File: config.mk
export PLATFORM = sky130hd
export DESIGN_NAME = writeback_arbiter
export DESIGN_NICKNAME = d
export VERILOG_FILES = /design/src/rtl/writeback_arbiter.sv
export SDC_FILE = /design/constraint.sdc
export NUM_CORES = 1
export LEC_CHECK = 0
export BUFFER_PORTS_ARGS = -buffer_cell sky130_fd_sc_hd__buf_2
export CAP_MARGIN = 20
export CORE_ASPECT_RATIO = 1.2
export CORE_MARGIN = 2
export CORE_UTILIZATION = 45
export DETAILED_ROUTE_END_ITERATION = 7
export PLACE_DENSITY_LB_ADDON = 0.3
export SETUP_SLACK_MARGIN = 0.3
export SYNTH_ARGS = -nofsm -noshare
export SYNTH_HDL_FRONTEND = slang
export SYNTH_SLANG_ARGS = --single-unit
File: constraint.sdc
create_clock -name clk -period 5.49 [get_ports clk]
set_input_delay 1.098 -clock clk [delete_from_list [all_inputs] [get_ports clk]]
set_output_delay 1.098 -clock clk [all_outputs]
set_load 0.05 [all_outputs]
File: src/rtl/writeback_arbiter.sv
// Writeback arbiter: per-FU 2-entry result FIFOs, round-robin grant among FUs not
// blocked by WAR, single registered register-file write port with valid/ready.
module writeback_arbiter #(
    parameter int NUM_FU     = 4,
    parameter int DATA_WIDTH = 32,
    parameter int REG_BITS   = 5,
    parameter int FU_BITS    = 2
) (
    input  logic                           clk,
    input  logic                           rst,
    input  logic [NUM_FU-1:0]              fu_valid,
    input  logic [NUM_FU*REG_BITS-1:0]     fu_reg,
    input  logic [NUM_FU*DATA_WIDTH-1:0]   fu_data,
    output logic [NUM_FU-1:0]              fu_ready,
    input  logic [NUM_FU-1:0]              war_block,
    output logic                           wb_valid,
    input  logic                           wb_ready,
    output logic [REG_BITS-1:0]            wb_addr,
    output logic [DATA_WIDTH-1:0]          wb_data,
    output logic [FU_BITS-1:0]             wb_fu,
    output logic [NUM_FU-1:0]              wr_done,
    output logic [NUM_FU-1:0]              overflow
);

    logic [REG_BITS-1:0]   head_reg  [NUM_FU];
    logic [DATA_WIDTH-1:0] head_data [NUM_FU];
    logic [REG_BITS-1:0]   tail_reg  [NUM_FU];
    logic [DATA_WIDTH-1:0] tail_data [NUM_FU];
    logic [1:0]            count     [NUM_FU];

    logic [FU_BITS-1:0] rr_ptr;
    logic [FU_BITS-1:0] grant;
    logic [FU_BITS-1:0] idx;
    logic               grant_any;
    logic               stage_free;
    logic [NUM_FU-1:0]  elig;
    logic [NUM_FU-1:0]  pop;

    assign stage_free = !wb_valid || wb_ready;

    // NOTE: every variable written in always_comb gets a default first, so no latch is inferred.
    always_comb begin
        grant_any = 1'b0;
        grant     = '0;
        idx       = '0;
        pop       = '0;
        for (int i = 0; i < NUM_FU; i++) begin
            elig[i]     = (count[i] != 2'd0) && !war_block[i];
            fu_ready[i] = (count[i] != 2'd2);
        end
        for (int k = 0; k < NUM_FU; k++) begin
            idx = FU_BITS'((int'(rr_ptr) + k) % NUM_FU);
            if (!grant_any && elig[idx]) begin
                grant_any = 1'b1;
                grant     = idx;
            end
        end
        if (stage_free && grant_any) begin
            pop[grant] = 1'b1;
        end
    end

    // FIFO occupancy and sticky overflow; a push into a full FIFO is only lost when nothing pops.
    always_ff @(posedge clk) begin
        if (rst) begin
            for (int i = 0; i < NUM_FU; i++) begin
                count[i] <= 2'd0;
            end
            overflow <= '0;
        end else begin
            for (int i = 0; i < NUM_FU; i++) begin
                if (fu_valid[i] && !pop[i]) begin
                    if (count[i] == 2'd2) begin
                        overflow[i] <= 1'b1;
                    end else begin
                        count[i] <= count[i] + 2'd1;
                    end
                end else if (!fu_valid[i] && pop[i]) begin
                    count[i] <= count[i] - 2'd1;
                end
            end
        end
    end

    // NOTE: FIFO payload storage carries no reset; occupancy alone says which entries are live.
    always_ff @(posedge clk) begin
        for (int i = 0; i < NUM_FU; i++) begin
            if (fu_valid[i] && (count[i] == 2'd0 || (count[i] == 2'd1 && pop[i]))) begin
                head_reg[i]  <= fu_reg[i*REG_BITS +: REG_BITS];
                head_data[i] <= fu_data[i*DATA_WIDTH +: DATA_WIDTH];
            end else if (pop[i]) begin
                head_reg[i]  <= tail_reg[i];
                head_data[i] <= tail_data[i];
            end
            if (fu_valid[i] && ((count[i] == 2'd1 && !pop[i]) || (count[i] == 2'd2 && pop[i]))) begin
                tail_reg[i]  <= fu_reg[i*REG_BITS +: REG_BITS];
                tail_data[i] <= fu_data[i*DATA_WIDTH +: DATA_WIDTH];
            end
        end
    end

    // Output stage, round-robin pointer and write-complete pulse.
    always_ff @(posedge clk) begin
        if (rst) begin
            wb_valid <= 1'b0;
            wb_addr  <= '0;
            wb_data  <= '0;
            wb_fu    <= '0;
            wr_done  <= '0;
            rr_ptr   <= '0;
        end else begin
            wr_done <= '0;
            if (wb_valid && wb_ready) begin
                wr_done[wb_fu] <= 1'b1;
            end
            if (stage_free) begin
                wb_valid <= grant_any;
                if (grant_any) begin
                    wb_addr <= head_reg[grant];
                    wb_data <= head_data[grant];
                    wb_fu   <= grant;
                    rr_ptr  <= FU_BITS'((int'(grant) + 1) % NUM_FU);
                end
            end
        end
    end

endmodule

==> results.md <==
* EDFF count, synth at 304
* Row count at 72
* Post-CTS Setup Inserts at 0
* Worst EP required at 5.63 ns
* CP startpoint kind: flop
* Total gr overflow at 0
* R2r setup slk at 1.97 ns
* RSZ-0062 raised after global routing: no
* Max-slew violations at 0
* Reg2reg end: tail_data[1][27]
* Syn. warnings at 0
* Nets@finish at 1276
* Max IR drop VDD at 0.387 mV
* Internal at 6.88 mW
* Final Hold Vio Count at 0
* CTS tree: built
* Max cap viols at 0
* Initial antenna violation count at 2
* Clk sinks at 354
* Final period util at 0.641
* Final wirelength at 35.2 mm
* Clk slew on worst S/H paths at 0.06 ns
* Largest net degree at the start of global routing at 43
* Vias in the first global route at 8808
* Port Buffers at 210
* PostCTS Resize Cnt at 0
* GRT Overall Usage at 0.204
* Die area at 34100 um^2
* Root Driver: clkbuf_16
* R2R depth at 8
* Layout area overhead at 18.7%
* First-pass GRT wire length at 52.4 mm
* Clk_skew at 0.0205 ns
* Final antenna-violating net count at 0
* Biggest regs: head_data x128, tail_data x128, wb_data x32
* Outcome: finished, final reports clean
* Power Dens Cells at 603 nW/um^2
* Hold wc startpoint: overflow[1]
* Final worst path period need at 3.52 ns
* Final GP Congestion at 0.838
* Post-Syn Instances at 885
* CTS Hold Bufs at 0
* Synthesized Nets at 1056
* Hold WC Path Type: reg -> reg
* Later-pin clock latency in the skew report at 0.51 ns
* Critical path arrival at 3.66 ns
* WS Path Type: reg -> reg
* Drt drc at 0
* Die Wd at 169 um
* Final setup TNS at 0 ns
* Async S/R FF share, synth at 0
* Clk buf depth at 3
* CTS buffer count at 36
* Iter 0 DRT Violations at 639
* Crit. End Element: flop
* IO Count at 211
* Synth cell types at 48
* Detail Placement HPWL at 24.5 mm
* Gate power share at 0.342
* Sw frac at 0.346
* Pwr Total at 10.5 mW
* Static leakage at 6.86 nW
* Clk network pwr share at 0.241
* Sequential power share at 0.416
* Layout cells sized above 1 at 0.347
* Net switching power at 3.65 mW
* Max FO, Critical Path at 37
* WHS Endpoint: overflow[1]
* Syn Std Cell Area at 14700 um^2
* Seq/Total Area, Yosys at 0.689
* Least-Margin Pin Slew at 0.987 ns
* Vias post-DR at 8583
* First-pass iteration count of the detailed router at 5
* Most common flop cell mapped by yosys: edfxtp_1
* Slew HR at 0.341
* Hold Path Depth at 2
* Peak Freq at 284 MHz
* Core ar. at 32300 um^2
* Die height at 202 um
* R2R Path Start: count[2][0]
* # H-tree levels at 2
* WL per Instance at 22.9 um
* Synth Register Bits at 354
* Initial Util at 0.456
* Final Setup Violations at 0
* Mapped Avg Cell Area at 16.6 um^2
* Routed vias/inst at 5.58
## routing by layer
| layer | track usage | up-vias | part of all wire |
|---|---|---|---|
| li1 | - | 3897 | - |
| met1 | 0.257 | 4308 | 0.40 |
| met2 | 0.348 | 315 | 0.50 |
| met3 | 0.0419 | 61 | 0.059 |
| met4 | 0.0791 | 2 | 0.039 |
| met5 | 0 | - | 0.00045 |
## layout make-up
type	instances	area, um^2
fillers	2671	14800
clock buffers	53	1050
multi-input cells	445	4250
flip-flops and latches	354	10100
inverters	42	158
repair buffers	226	1170
well taps	407	509
clock inverters	11	181
diodes	1	2.50
## synthesized netlist by cell type (all sizes together) (2+ instances only)
cell type,instances,area (um^2)
mux2,148,1890
a21oi,9,48.8
o31ai,2,28.8
nand2,19,71.3
or2,5,31.3
edfxtp,304,9130
o2111a,2,22.5
nor4,2,12.5
or3,4,25.0
o21ai,15,75.1
a21boi,2,15.0
clkbuf,20,75.1
nor3,2,21.3
mux2i,52,521
dfxtp,50,1000
inv,42,158
o211a,22,220
o221ai,37,324
nand3,74,408
ha,12,150
buf,24,186
o32ai,2,25.0
o211ai,7,52.6
o2111ai,2,30.0
a211oi,5,42.5
o22ai,4,38.8
nor2,11,46.3
## how the worst max path moves through the flow
stage                       from          endpoint  slack [ns]  cells past startpoint
floorplan           war_block[0]   head_data[0][0]        0.15                      6
global placement    war_block[1]  head_data[1][31]        1.61                      8
detailed placement  war_block[1]    head_reg[1][1]        1.54                      8
CTS                  count[1][0]  head_data[1][11]        1.96                      9
global route         count[1][0]  head_data[1][26]        1.74                      9
finish               count[2][0]  tail_data[1][27]        1.97                      8
## metrics by stage
step,instances,instance area [um^2],setup WS [ns],utilization,hold WS [ns]
4_1_cts,1538,17400,1.96,0.541,0.443
5_1_grt,1538,17400,1.74,0.541,0.471
3_5_place_dp,1474,16200,1.54,0.503,0.435
2_1_floorplan,885,14700,0.148,-,0.501
6_report,1539,17400,1.97,0.541,0.442
3_3_place_gp,1474,16200,1.61,0.503,0.431
## logic make-up after synthesis
logic type / share of synthesized area
compound gates: 0.0647
flops: 0.689
fa+ha+maj: 0.0102
simple gates: 0.0436
buf+inv: 0.0285
mux: 0.164
## cells in the final DEF (no fill, tap or decap), drive strengths merged, types with 4 or more instances in the layout
master and count:
o21ai 15, a21oi 9, o211ai 7, or2 5
o221ai 37, clkinv 5, o22ai 4, o211a 22
nor2 11, a211oi 5, bufinv 5, mux2 148
inv 42, or3 4, ha 12, edfxtp 304
dfxtp 50, buf 226, nand2 19, nand3 74
clkbuf 53, mux2i 52
## power by group through the flow
stage | registers (mW) | clock network [mW] | logic, mW
floorplan | 4.70 | 0 | 2.28
finish | 4.38 | 2.54 | 3.60
detailed placement | 4.45 | 0 | 3.64
global placement | 4.43 | 0 | 3.57
global route | 4.46 | 2.69 | 3.86
CTS | 4.40 | 2.59 | 3.65
## critical path, cell delays in order (launching register included)
cell,delay (ns)
edfxtp_1,0.40
inv_1,0.08
ha_1,0.28
or3_1,0.43
o2111a_1,0.24
o21ai_1,0.73
o21ai_0,0.31
a21oi_4,0.20
buf_4,0.48
Power figures use the tool's default switching activity.
